[src/rtl/sd_cmd_pkg.sv]
// Shared definitions for the SD CMD line: FSM states, frame lengths, CRC7 step.
package sd_cmd_pkg;

  typedef enum logic [2:0] {
    RX_IDLE   = 3'd0,
    RX_SHIFT  = 3'd1,
    CHECK     = 3'd2,
    WAIT_RESP = 3'd3,
    NCR_WAIT  = 3'd4,
    TX        = 3'd5
  } cmd_state_t;

  localparam logic [6:0] CRC7_POLY = 7'h09;
  localparam int         CMD_LEN   = 48;
  localparam int         R1_LEN    = 48;
  localparam int         R2_LEN    = 136;
  localparam logic [5:0] R2_RSVD   = 6'b111111;

  // One serial CRC7 step, g(x) = x^7 + x^3 + 1.
  function automatic logic [6:0] crc7_step(input logic [6:0] crc, input logic bit_in);
    logic fb;
    fb = bit_in ^ crc[6];
    return {crc[5:0], 1'b0} ^ (fb ? CRC7_POLY : 7'h00);
  endfunction

endpackage

[src/rtl/sd_cmd_responder_if.sv]
// Handshake between the CMD responder and the card logic behind it.
interface sd_cmd_responder_if;
  logic         cmd_strobe;
  logic [5:0]   cmd_index;
  logic [31:0]  cmd_argument;
  logic         resp_strobe;
  logic         resp_none;
  logic         resp_long;
  logic [127:0] resp_payload;

  // Card logic: consumes commands, supplies responses.
  modport master (
    input  cmd_strobe, cmd_index, cmd_argument,
    output resp_strobe, resp_none, resp_long, resp_payload
  );

  // Responder: produces commands, consumes responses.
  modport slave (
    output cmd_strobe, cmd_index, cmd_argument,
    input  resp_strobe, resp_none, resp_long, resp_payload
  );
endinterface

[src/rtl/sd_crc7.sv]
// Serial CRC7 accumulator; clear together with enable restarts from the given bit.
module sd_crc7
  import sd_cmd_pkg::*;
(
  input  logic       clk_SD,
  input  logic       reset_host,
  input  logic       clear,
  input  logic       enable,
  input  logic       bit_in,
  output logic [6:0] crc
);

  // Accumulate one bit per enabled cycle.
  always_ff @(posedge clk_SD) begin
    if (reset_host) begin
      crc <= 7'h00;
    end else if (clear) begin
      crc <= enable ? crc7_step(7'h00, bit_in) : 7'h00;
    end else if (enable) begin
      crc <= crc7_step(crc, bit_in);
    end
  end

endmodule

[src/rtl/sd_cmd_responder.sv]
// Card-side SD CMD line: receives 48-bit commands, hands them to card logic,
// and serialises the R1-type or R2 response.
module sd_cmd_responder
  import sd_cmd_pkg::*;
#(
  parameter int NCR          = 2,
  parameter int RESP_TIMEOUT = 64
) (
  input  logic                clk_SD,
  input  logic                reset_host,
  input  logic                cmd_pin_in,
  output logic                cmd_pin_out,
  output logic                cmd_pin_oe,
  sd_cmd_responder_if.slave   card,
  output logic                busy,
  output logic                crc_error,
  output logic                frame_error,
  output logic                resp_done,
  output logic                resp_timeout
);

  localparam int WAIT_MAX = (RESP_TIMEOUT > NCR) ? RESP_TIMEOUT : NCR;
  localparam int WW       = $clog2(WAIT_MAX + 1);

  cmd_state_t    state;
  logic [7:0]    bit_cnt;
  logic [WW-1:0] wait_cnt;
  logic [47:0]   rx_shift;
  logic [135:0]  tx_shift;
  logic          resp_long_reg;
  logic [6:0]    rx_crc;
  logic [6:0]    tx_crc;
  logic          rx_crc_en;
  logic          tx_crc_en;
  logic          tx_bit;
  logic [7:0]    tx_len;

  // RX CRC covers start bit through argument; restarted on every start bit.
  assign rx_crc_en = ((state == RX_IDLE) && !cmd_pin_in) ||
                     ((state == RX_SHIFT) && (bit_cnt <= 8'(CMD_LEN - 9)));

  sd_crc7 u_rx_crc (
    .clk_SD     (clk_SD),
    .reset_host (reset_host),
    .clear      (state == RX_IDLE),
    .enable     (rx_crc_en),
    .bit_in     (cmd_pin_in),
    .crc        (rx_crc)
  );

  // TX CRC covers the first 40 bits of a short response as they go out.
  assign tx_crc_en = (state == TX) && !resp_long_reg && (bit_cnt < 8'(R1_LEN - 8));

  sd_crc7 u_tx_crc (
    .clk_SD     (clk_SD),
    .reset_host (reset_host),
    .clear      (state != TX),
    .enable     (tx_crc_en),
    .bit_in     (tx_shift[135]),
    .crc        (tx_crc)
  );

  assign tx_len = resp_long_reg ? 8'(R2_LEN) : 8'(R1_LEN);
  assign busy   = (state != RX_IDLE);

  // Next line bit: the CRC field of a short response is taken from the TX CRC generator.
  always_comb begin
    tx_bit = tx_shift[135];
    if (!resp_long_reg) begin
      for (int i = 0; i < 7; i++) begin
        if (bit_cnt == 8'(R1_LEN - 2 - i)) tx_bit = tx_crc[i];
      end
    end
  end

  // Main FSM with registered line drive, handshake and status pulses.
  always_ff @(posedge clk_SD) begin
    if (reset_host) begin
      state             <= RX_IDLE;
      bit_cnt           <= 8'd0;
      wait_cnt          <= '0;
      rx_shift          <= '0;
      tx_shift          <= '0;
      resp_long_reg     <= 1'b0;
      cmd_pin_out       <= 1'b1;
      cmd_pin_oe        <= 1'b0;
      card.cmd_strobe   <= 1'b0;
      card.cmd_index    <= 6'd0;
      card.cmd_argument <= 32'd0;
      crc_error         <= 1'b0;
      frame_error       <= 1'b0;
      resp_done         <= 1'b0;
      resp_timeout      <= 1'b0;
    end else begin
      card.cmd_strobe <= 1'b0;
      crc_error       <= 1'b0;
      frame_error     <= 1'b0;
      resp_done       <= 1'b0;
      resp_timeout    <= 1'b0;
      case (state)
        RX_IDLE: begin
          if (!cmd_pin_in) begin
            rx_shift <= '0;
            bit_cnt  <= 8'd1;
            state    <= RX_SHIFT;
          end
        end
        RX_SHIFT: begin
          rx_shift <= {rx_shift[46:0], cmd_pin_in};
          bit_cnt  <= bit_cnt + 8'd1;
          if (bit_cnt == 8'(CMD_LEN - 1)) state <= CHECK;
        end
        CHECK: begin
          if (rx_shift[47] || !rx_shift[46] || !rx_shift[0]) begin
            frame_error <= 1'b1;
            state       <= RX_IDLE;
          end else if (rx_crc != rx_shift[7:1]) begin
            crc_error <= 1'b1;
            state     <= RX_IDLE;
          end else begin
            card.cmd_index    <= rx_shift[45:40];
            card.cmd_argument <= rx_shift[39:8];
            card.cmd_strobe   <= 1'b1;
            wait_cnt          <= '0;
            state             <= WAIT_RESP;
          end
        end
        WAIT_RESP: begin
          if (card.resp_none) begin
            state <= RX_IDLE;
          end else if (card.resp_strobe) begin
            resp_long_reg <= card.resp_long;
            // Long: payload bit 0 is overwritten by the forced end bit.
            tx_shift <= card.resp_long ?
                        ({2'b00, R2_RSVD, card.resp_payload} | 136'h1) :
                        {2'b00, card.cmd_index, card.resp_payload[31:0], 7'h00, 1'b1, 88'h0};
            wait_cnt <= '0;
            state    <= NCR_WAIT;
          end else if (wait_cnt == WW'(RESP_TIMEOUT - 1)) begin
            resp_timeout <= 1'b1;
            state        <= RX_IDLE;
          end else begin
            wait_cnt <= wait_cnt + 1'b1;
          end
        end
        NCR_WAIT: begin
          if (wait_cnt == WW'(NCR - 1)) begin
            bit_cnt <= 8'd0;
            state   <= TX;
          end else begin
            wait_cnt <= wait_cnt + 1'b1;
          end
        end
        TX: begin
          if (bit_cnt == tx_len) begin
            cmd_pin_oe  <= 1'b0;
            cmd_pin_out <= 1'b1;
            resp_done   <= 1'b1;
            state       <= RX_IDLE;
          end else begin
            cmd_pin_oe  <= 1'b1;
            cmd_pin_out <= tx_bit;
            tx_shift    <= {tx_shift[134:0], 1'b0};
            bit_cnt     <= bit_cnt + 8'd1;
          end
        end
        default: state <= RX_IDLE;
      endcase
    end
  end

endmodule
[src/flat_wrapper.sv]
// flat-port wrapper written by rule: the top's interface ports become plain ports
module sd_cmd_responder_flat import sd_cmd_pkg::*;
#(
  parameter int NCR          = 2,
  parameter int RESP_TIMEOUT = 64
)
  (clk_SD, reset_host, cmd_pin_in, cmd_pin_out, cmd_pin_oe, busy, crc_error, frame_error, resp_done, resp_timeout, card_cmd_strobe, card_cmd_index, card_cmd_argument, card_resp_strobe, card_resp_none, card_resp_long, card_resp_payload);
  sd_cmd_responder_if card_i ();
  input  logic clk_SD;
  input  logic reset_host;
  input  logic cmd_pin_in;
  output logic cmd_pin_out;
  output logic cmd_pin_oe;
  output logic busy;
  output logic crc_error;
  output logic frame_error;
  output logic resp_done;
  output logic resp_timeout;
  output wire logic [$bits(card_i.cmd_strobe)-1:0] card_cmd_strobe;
  output wire logic [$bits(card_i.cmd_index)-1:0] card_cmd_index;
  output wire logic [$bits(card_i.cmd_argument)-1:0] card_cmd_argument;
  input wire logic [$bits(card_i.resp_strobe)-1:0] card_resp_strobe;
  input wire logic [$bits(card_i.resp_none)-1:0] card_resp_none;
  input wire logic [$bits(card_i.resp_long)-1:0] card_resp_long;
  input wire logic [$bits(card_i.resp_payload)-1:0] card_resp_payload;
  assign card_cmd_strobe = card_i.cmd_strobe;
  assign card_cmd_index = card_i.cmd_index;
  assign card_cmd_argument = card_i.cmd_argument;
  assign card_i.resp_strobe = card_resp_strobe;
  assign card_i.resp_none = card_resp_none;
  assign card_i.resp_long = card_resp_long;
  assign card_i.resp_payload = card_resp_payload;
  sd_cmd_responder #(.NCR(NCR), .RESP_TIMEOUT(RESP_TIMEOUT)) u_core (.clk_SD(clk_SD), .reset_host(reset_host), .cmd_pin_in(cmd_pin_in), .cmd_pin_out(cmd_pin_out), .cmd_pin_oe(cmd_pin_oe), .card(card_i), .busy(busy), .crc_error(crc_error), .frame_error(frame_error), .resp_done(resp_done), .resp_timeout(resp_timeout));
endmodule
[config.mk]
export PLATFORM = sky130hd
export DESIGN_NAME = sd_cmd_responder_flat
export DESIGN_NICKNAME = d
export VERILOG_FILES = /design/src/rtl/sd_cmd_pkg.sv /design/src/rtl/sd_cmd_responder_if.sv /design/src/rtl/sd_crc7.sv /design/src/rtl/sd_cmd_responder.sv /design/src/flat_wrapper.sv
export SDC_FILE = /design/constraint.sdc
export NUM_CORES = 1
export LEC_CHECK = 0
export CORE_UTILIZATION = 54
export DETAILED_ROUTE_END_ITERATION = 16
export PLACE_DENSITY = 0.8
export SLEW_MARGIN = 20
export SYNTH_ARGS = -nofsm -noshare
export SYNTH_HDL_FRONTEND = slang
export SYNTH_SLANG_ARGS = --single-unit
[constraint.sdc]
create_clock -name clk_SD -period 2.6 [get_ports clk_SD]
set_input_delay 0.52 -clock clk_SD [delete_from_list [all_inputs] [get_ports clk_SD]]
set_output_delay 0.52 -clock clk_SD [all_outputs]
set_load 0.005 [all_outputs]
======== Word level (Yosys, flattened, before mapping) ========
Index checks and enable logic that the tools add are counted.
operators by class
  reductions and logical operators ........ 30
  $add $sub $neg .......................... 2
  muxes and demuxes ....................... 54
  equality and inequality tests ........... 30
  order comparisons ....................... 2
  bitwise gates (word level) .............. 10
operators with widths
  cell                                                            count
  two-way mux 136 bit                                             3
  one-hot mux 136 bit (2 select lines)                            1
  two-way mux 134 bit                                             1
  one-hot mux 48 bit (2 select lines)                             1
  two-way mux 7 bit                                               10
  == test 8 x 6 -> 1 bit, second input constant                   8
  two-way mux 48 bit                                              1
  two-way mux 8 bit                                               4
  one-hot mux 8 bit (4 select lines)                              1
  two-way mux 3 bit                                               8
  two-way mux 4 bit                                               6
  one-hot mux 7 bit (3 select lines)                              1
  inequality test 2 bit, second input constant                    9
  one-hot mux 3 bit (6 select lines)                              1
  two-way mux 1 bit                                               15
  XOR 7 x 4 -> 7 bit                                              2
  adder 8 x 1 -> 8 bit, second input constant                     1
  == test 8 bit                                                   1
  less-or-equal comparator 8 x 6 -> 1 bit, second input constant  1
  < comparator 8 x 6 -> 1 bit, second input constant              1
  AND reduction 4 bit                                             2
  nonzero test 2 bit                                              4
  adder 7 x 1 -> 7 bit, second input constant                     1
  == test 7 x 1 -> 1 bit, second input constant                   1
  other kinds (24)                                                44
storage, ports and cells
  word-level logic and storage cells ...... 145
  output and inout port bits .............. 46
  input bits .............................. 134
  register bits ........................... 262

======== Longest topological paths before layout ========
Gate-level depths: netlist of run 1.
  depth after elaboration ................. 10
  gate-level depth with buffers ........... 10
  depth with buffers taken out ............ 7

======== Cells and area by module ========
A second synthesis of run 1 with hierarchy kept.
second synthesis, totals
  cell total of the unflattened synthesis .. 1316
  area total of the unflattened synthesis .. 11302.1 µm²
modules (own cells, without submodules)
  module            instances  area each (µm²)  seq. area each (µm²)  cells each
  sd_cmd_responder  1          10644.0          4964.8                1250
  sd_crc7           2          329.1            140.1                 33

======== Worst setup path before layout of run 1 ========
No wires, ideal clock.
  path type ............................... flip-flop to flip-flop
  start ................................... register u_core.bit_cnt[0]
  end ..................................... register u_core.tx_shift[74]
  stages on the path, launching flop included .. 11
  setup time .............................. 0.138 ns
  data required time ...................... 2.462 ns
  path buffers ............................ 3
  path slack .............................. 0.544 ns
  period minus slack after synthesis ...... 2.056 ns
  arrival time ............................ 1.918 ns
  path through ............................ dfxtp_1 inv_1 ha_1 nand2b_1 nor2_1 a21o_1 buf_2 nand2_1 clkbuf_1 clkbuf_1 o221ai_1
between the ends
  longest elaborated chain between the ends .. 3
ends and longest elaborated chain
  item                             RTL line                 RTL
  start: declaration               sd_cmd_responder.sv:26   logic [7:0] bit_cnt;
  start signal: assignment         sd_cmd_responder.sv:110  bit_cnt <= bit_cnt + 8'd1;
  start signal: assignment         sd_cmd_responder.sv:164  bit_cnt <= bit_cnt + 8'd1;
  == test 8 bit                    sd_cmd_responder.sv:155  if (bit_cnt == tx_len) begin
  inequality test 2 bit (no line)  -
  AND reduction 4 bit (no line)    -
  end signal: assignment           sd_cmd_responder.sv:134  tx_shift <= card.resp_long ?
  end signal: assignment           sd_cmd_responder.sv:163  tx_shift <= {tx_shift[134:0], 1'b0};
  end: declaration                 sd_cmd_responder.sv:29   logic [135:0] tx_shift;
No other way between the ends.
A chain may end at the register's enable or synchronous reset.

======== Worst setup path after layout of run 1 ========
  start ................................... register u_core.state[2]
  end ..................................... output port busy
between the ends
  longest elaborated chain between the ends .. 1
ends and longest elaborated chain
  item                      RTL line                 RTL
  start: declaration        sd_cmd_responder.sv:25   cmd_state_t state;
  start signal: assignment  sd_cmd_responder.sv:79   state <= RX_IDLE;
  start signal: assignment  sd_cmd_responder.sv:105  state <= RX_SHIFT;
  start signal: assignment  sd_cmd_responder.sv:111  if (bit_cnt == 8'(CMD_LEN - 1)) state <= CHECK;
  nonzero test 3 bit        sd_cmd_responder.sv:64   assign busy = (state != RX_IDLE);
  end: declaration          flat_wrapper.sv:14       output logic busy;
No other way between the ends.

==> impl_metrics.json, run 1 <==
{
  "status": "complete, no violations",
  "yosys.area_share.adder_pct": 0.669,
  "cp_cell_sequence": "or3_1 -> clkdlybuf4s50_1",
  "ys.flop_type": "dfxtp_1",
  "clk_latency_ns": 0.54,
  "synth_top_family_by_area": "compound AO/OA/AOI/OAI gates",
  "multi_input_area_um2": 5420,
  "dp_cells": 1717,
  "min_period_ns": 2.50,
  "ys_seq_area_share_pct": 46.7,
  "start_util_pct": 55.3,
  "worstHoldPathType": "in2reg",
  "crit_fanout": 9,
  "power.share.sequential_pct": 45.0,
  "cp_num_buf_inv": 1,
  "drc": 0,
  "clock-sinks": 262,
  "synth_xor_area_share_pct": 1.25,
  "p_comb_share_pct": 9.2,
  "setup_tns_ns": 0,
  "drv_cap": 0,
  "finalHoldViolCount": 0,
  "cp_slowest_cell": "or3_1",
  "fin_crit_sh_pct": 96.0,
  "ir_drop_uv": 550,
  "place_hpwl_um": 19200,
  "antenna_found_initial": 3,
  "rows": 52,
  "drive_above_1_share_pct": 6.87,
  "grt_pass1_wl_um": 49500,
  "reg.largest.list": "u_core.tx_shift x136, u_core.rx_shift x48, u_core.card.cmd_argument x32",
  "slew_headroom_pct": 51.3,
  "ant_nets": 0,
  "vias": 10484,
  "worstPathRequired_ns": 2.08,
  "overflow": 0,
  "postCtsSetupRepairBufs": 0,
  "ys_seq_elements": 262,
  "synth_compound_area_share_pct": 23.1,
  "synth-simple-area-share_pct": 19.0,
  "syn2layout_area_growth_pct": 27.3,
  "critPathCaptureType": "output port",
  "layout_common_cells": "dfxtp_1, nand2_1, clkdlybuf4s50_1, nor2_1, o21ai_0",
  "cts-root-buf": "clkbuf_16",
  "crit_path_max_incr_delay_ns": 0.53,
  "grt_use_total_pct": 27.5,
  "yosysWarnings": 0,
  "die_h_um": 146,
  "port_buffers": 179,
  "cp-start-kind": "flop",
  "crit_family": "simple AND/OR/NAND/NOR gates",
  "final-max-slew-violation-count": 0,
  "die_x_um": 146,
  "vias_per_cell": 5.92,
  "synth.mux.area_fraction_pct": 4.04,
  "final_cells": 1772,
  "cts-htree-levels": 1,
  "grt_setup_unrepaired": "false",
  "p_leak_nw": 4.96,
  "synth-edff-count": 0,
  "fmax_mhz": 401,
  "powerDensity_nw_per_um2": 636,
  "drtIter0Drc": 729,
  "largest_reg_flops": 136,
  "path_clk_slew_ns": 0.07,
  "power_switching_mw": 2.16,
  "dr.pass1.iters": 5,
  "fin_nets": 1617,
  "cts_tree": "built",
  "setup_viol": 0,
  "avgRoutedWirePerCell_um": 16.9,
  "clockPowerShare_pct": 45.8,
  "p_int_mw": 6.93,
  "async_reset_ff_share_pct": 0,
  "num_io_pins": 180,
  "worst_slew_pin_slew_ns": 0.728,
  "synth_nets": 1490,
  "largest_register": "u_core.tx_shift",
  "place_congestion": 0.856,
  "syn_inst": 1350,
  "wl_um": 29900,
  "core-area_um2": 20300,
  "grt_pass1_vias": 10060,
  "layout.cells.most_common": "dfxtp_1",
  "seqCellArea_um2": 5250,
  "worst_clock_skew_ns": 0.0208,
  "ctsLongestPathBuffers": 3,
  "cts_buffers": 28,
  "critPathKind": "reg2out",
  "syn_area_per_cell_um2": 8.31,
  "syn_area_um2": 11200,
  "arrival_ns": 1.98,
  "p_sw_share_pct": 23.7,
  "grt_max_degree": 146,
  "die_area_um2": 21400,
  "ys_types": 60,
  "fillers": 1616
}
==> area by class of cell <==
cell class	instances	share of cell area, %
Clock inverter	15	1.38
Antenna cell	3	0.0525
Timing Repair Buffer	218	15.3
Clock buffer	37	5.43
Multi-Input combinational cell	936	38.0
Tap cell	270	2.36
Inverter	31	0.832
Sequential cell	262	36.7
==> path summary, 6_finish.rpt <==
| kind | from | depth (start not counted) | slack (ns) | to |
|---|---|---|---|---|
| setup / recovery | u_core.state[2] | 2 | 0.10 | busy |
| hold / removal | reset_host | 2 | 0.29 | u_core.tx_shift[132] |
| setup reg to reg | u_core.bit_cnt[0] | 8 | 0.24 | u_core.tx_shift[84] |
| hold reg to reg | u_core.card.cmd_argument[27] | 2 | 0.45 | u_core.card.cmd_argument[27] |
==> power by group through the flow <==
| stage | Sequential [mW] | Clock [mW] | Combinational, mW |
|---|---|---|---|
| floorplan | 4.16 | 0 | 0.463 |
| global placement | 4.17 | 0 | 0.819 |
| detailed placement | 4.17 | 0 | 0.825 |
| CTS | 4.09 | 4.21 | 0.835 |
| global route | 4.09 | 4.38 | 0.909 |
| finish | 4.09 | 4.16 | 0.841 |
==> worst register-to-register path, cell delays in order, from the launching register on <==
cell,delay [ns]
dfxtp_1,0.37
inv_1,0.10
ha_1,0.22
nand2b_1,0.11
nor2_1,0.36
a21o_2,0.36
nand2_2,0.14
buf_4,0.24
o311ai_0,0.33
==> per-layer routing <==
| layer | track usage [%] | routed length, um | up-vias |
|---|---|---|---|
| met5 | 0 | 0 | - |
| li1 | - | - | 5115 |
| met3 | 4.88 | 2130 | 53 |
| met2 | 45.0 | 13900 | 340 |
| met4 | 9.84 | 773 | 0 |
| met1 | 36.3 | 13100 | 4976 |
==> per-stage QoR <==
step	hold WS, ns	utilization [%]	setup slack, ns	power [mW]	cell area [um^2]
after global routing	0.298	70.4	0.0203	9.38	14300
final	0.291	70.4	0.103	9.09	14300
after floorplan	0.436	-	0.544	4.62	11200
after detailed placement	0.443	65.5	0.173	5.00	13300
after CTS	0.276	70.3	0.0586	9.13	14300
after global placement	0.437	65.5	0.203	4.99	13300
==> logic make-up after synthesis <==
kind of cell	count (synthesis)
xor+xnor	16
fa+ha+maj	6
mux	45
compound gates	379
buf+inv	152
simple gates	490
flops	262
==> timing repair <==
item                       in CTS  in global routing
setup endpoints to repair       0                  1
hold buffers                    0                  0
gates resized for setup         0                  1
hold endpoints to repair        0                  0
==> Yosys cell counts, drive strengths merged, types with 6 or more instances <==
cell,instances,area (um^2)
a211oi,35,263
a21oi,60,300
a22oi,49,368
a311oi,11,96.3
a32oi,24,210
buf,16,70.1
clkbuf,105,394
dfxtp,262,5250
ha,6,75.1
inv,31,116
mux2i,43,430
nand2,244,916
nand2b,6,37.5
nand3,44,220
nand4,14,87.6
nor2,114,428
nor3,24,120
o211ai,14,105
o21ai,100,500
o221ai,34,298
o311ai,21,184
or3,12,75.1
xnor2,12,105
Note: power is estimated with default switching activity, not from simulation.
==> run 2, diff against run 1 <==
SYNTH_HIERARCHICAL = 1   (was not set)
==> run 2 against run 1 <==
Against the previous run:
- combinational power shrank 24%
- global-route usage is 1.4 points lower
- die area up 0.73%
- cell count down 3.2%
- register-to-register slack improved by 0.08 ns
- sequential power barely moved
- critical path depth did not move
- synthesized cell count is 2.5% lower
- synthesized area rose by 0.74%
- design area decreased by 0.83%
- clock-buffer cell count is 3 higher
- critical endpoint unchanged
- largest cell class unchanged
==> impl_metrics.json, run 2 <==
{
  "yosysWarnings": 6,
  "largest_register": "u_core/tx_shift",
  "ys_seq_elements": 262,
  "clk_latency_ns": 0.54,
  "crit_end": "busy",
  "critPathKind": "reg2out",
  "layout_common_cells": "dfxtp_1, a21oi_1, clkdlybuf4s50_1, nand3_1, a22oi_1",
  "grt_pass1_wl_um": 47500,
  "p_leak_nw": 4.74,
  "setup_ws_ns": 0.200,
  "yosysMostFrequentCell": "dfxtp_1",
  "num_io_pins": 180,
  "setup_viol": 0,
  "ir_drop_uv": 421,
  "powerDensity_nw_per_um2": 610,
  "fillers": 1618,
  "setup.worst_path.start": "u_core/state[1]",
  "overflow": 0,
  "antenna_found_initial": 0,
  "synth.largest_area_cell": "dfxtp_1",
  "die_h_um": 147,
  "ys_seq_area_share_pct": 46.4,
  "fin_nets": 1565,
  "reg.largest.list": "u_core/tx_shift x136, u_core/rx_shift x48, u_core/card.cmd_argument x32",
  "cp-start-kind": "flop",
  "critPathCaptureType": "output port",
  "worst_clock_skew_ns": 0.0221,
  "layout.cells.most_common": "dfxtp_1",
  "rows": 52,
  "die_area_um2": 21500,
  "core-area_um2": 20400,
  "reg2reg_depth": 8,
  "grt_max_degree": 146,
  "grt_busiest_layer": "met2",
  "fin_crit_sh_pct": 92.3,
  "vias": 10351,
  "post-route-util_pct": 69.6,
  "drtIter0Drc": 799,
  "dp_slack_ns": 0.220,
  "synthTopCellsByCount": "dfxtp_1, a21oi_1, nand3_1, a22oi_1, nand2_1",
  "wl_um": 28900,
  "port_buffers": 179,
  "min_from": "reset_host",
  "final-max-slew-violation-count": 0,
  "cts_buffers": 27,
  "ant_nets": 0,
  "drc": 0,
  "ys.flop_type": "dfxtp_1",
  "grt_pass1_vias": 9561,
  "arrival_ns": 1.88,
  "slew_headroom_pct": 53.5,
  "syn_area_um2": 11300,
  "reg2reg_from": "u_core/bit_cnt[0]",
  "grt_setup_unrepaired": "false",
  "grtUsageMet3_pct": 4.28,
  "r2r_setup_slack_ns": 0.32,
  "clock-sinks": 262,
  "path_clk_slew_ns": 0.06,
  "vias_per_cell": 6.04,
  "start_util_pct": 55.5,
  "finalHoldViolCount": 0,
  "dr.pass1.iters": 5,
  "worst_slew_pin_slew_ns": 0.688,
  "synth_nets": 1456,
  "syn_inst": 1316,
  "cts-htree-levels": 1,
  "async_reset_ff_share_pct": 0,
  "fmax_mhz": 417,
  "synth-edff-count": 0,
  "worstHoldPathType": "in2reg",
  "grt_use_met2_pct": 42.9,
  "largest_reg_flops": 136,
  "min_period_ns": 2.40,
  "yosys-top-cells-area": "dfxtp_1, a22oi_1, a21oi_1",
  "die_x_um": 147,
  "synth_top_area_share_pct": 46.4,
  "use_met1_pct": 34.6,
  "ys_types": 66,
  "r2r-end": "u_core/tx_shift[71]",
  "syn_area_per_cell_um2": 8.59,
  "crit_fanout": 22,
  "place_hpwl_um": 17600,
  "drive_above_1_share_pct": 6.51,
  "cts_tree": "built",
  "syn2layout_area_growth_pct": 25.4,
  "status": "complete, no violations",
  "postCtsSetupRepairBufs": 0,
  "drv_cap": 0,
  "cts-root-buf": "clkbuf_16",
  "ctsLongestPathBuffers": 3,
  "setup_tns_ns": 0,
  "grt_use_total_pct": 26.0,
  "worstPathRequired_ns": 2.08,
  "place_congestion": 0.855,
  "avgRoutedWirePerCell_um": 16.9
}
run 2: cell types whose count changed after synthesis, moves of 18 or more:
cell,delta
nor2_1,-42
a21oi_1,+124
a22oi_1,+90
o21ai_0,-92
nand2_1,-117
o311ai_0,-21
inv_1,-18
buf_2,+27
nand3_1,+98
clkbuf_1,-21
a211oi_1,-31
a32oi_1,-23
run 2: per-stage QoR:
step | cells | hold WS [ns] | instance area (um^2) | power (mW)
6_report | 1715 | 0.405 | 14200 | 8.65
5_1_grt | 1714 | 0.422 | 14200 | 8.91
4_1_cts | 1714 | 0.396 | 14200 | 8.69
3_5_place_dp | 1666 | 0.445 | 13200 | 4.77
3_3_place_gp | 1666 | 0.439 | 13200 | 4.77
2_1_floorplan | 1316 | 0.432 | 11300 | 4.46
run 2: kinds of logic (layout without fill, tap and decap cells):
group | count (synthesis) | count (layout) | share of synthesized area (%)
fa+ha+maj | 6 | 6 | 0.664
mux | 43 | 43 | 3.81
other cells | 0 | 1 | 0
compound gates | 415 | 415 | 24.3
xor+xnor | 14 | 14 | 1.08
simple gates | 432 | 432 | 18.3
buf+inv | 144 | 272 | 5.44
flops | 262 | 262 | 46.4
run 2: area by class of cell:
cell class	count	area (um^2)	share of cell area, %
inverters	16	60.1	0.424
repair buffers	208	2130	15.1
clock inverters	8	125	0.883
diodes	1	2.50	0.0177
clock buffers	40	785	5.54
well taps	270	338	2.38
flip-flops and latches	262	5250	37.0
multi-input cells	910	5480	38.7
run 2: worst max-delay path, cell delays in order (launching register included):
cell             delay, ns
dfxtp_2               0.56
or3_1                 0.26
clkdlybuf4s50_1       0.53
run 2: metal layers:
layer,vias to the layer above,wire [um]
li1,5058,-
met1,4914,12500
met2,330,13900
met3,49,1780
met4,0,769
met5,-,0
run 2: how the worst min path moves through the flow:
stage                                       to  cells past startpoint
final                         u_core/resp_done                      2
after global routing        u_core/tx_shift[0]                      2
after CTS                     u_core/resp_done                      2
after detailed placement  u_core/tx_shift[135]                      2
after global placement    u_core/tx_shift[135]                      2
after floorplan           u_core/tx_shift[134]                      2
run 2: report_power, final:
group	switching (mW)	total (mW)	internal (mW)
Sequential	0.0252	4.06	4.03
Combinational	0.330	0.639	0.309
Clock	1.57	3.95	2.38
run 2: what timing repair did:
item                                   4_1_cts  5_1_grt
setup endpoints to repair                    1       25
endpoints found under the hold margin        0        0
resized for setup                            1        2
hold buffers                                 0        0
==> run 3, diff against run 2 <==
ABC_AREA = 0   (was not set)
==> results of run 3 <==
Same layout as run 2: the final DEF is identical, and so are final timing and power.
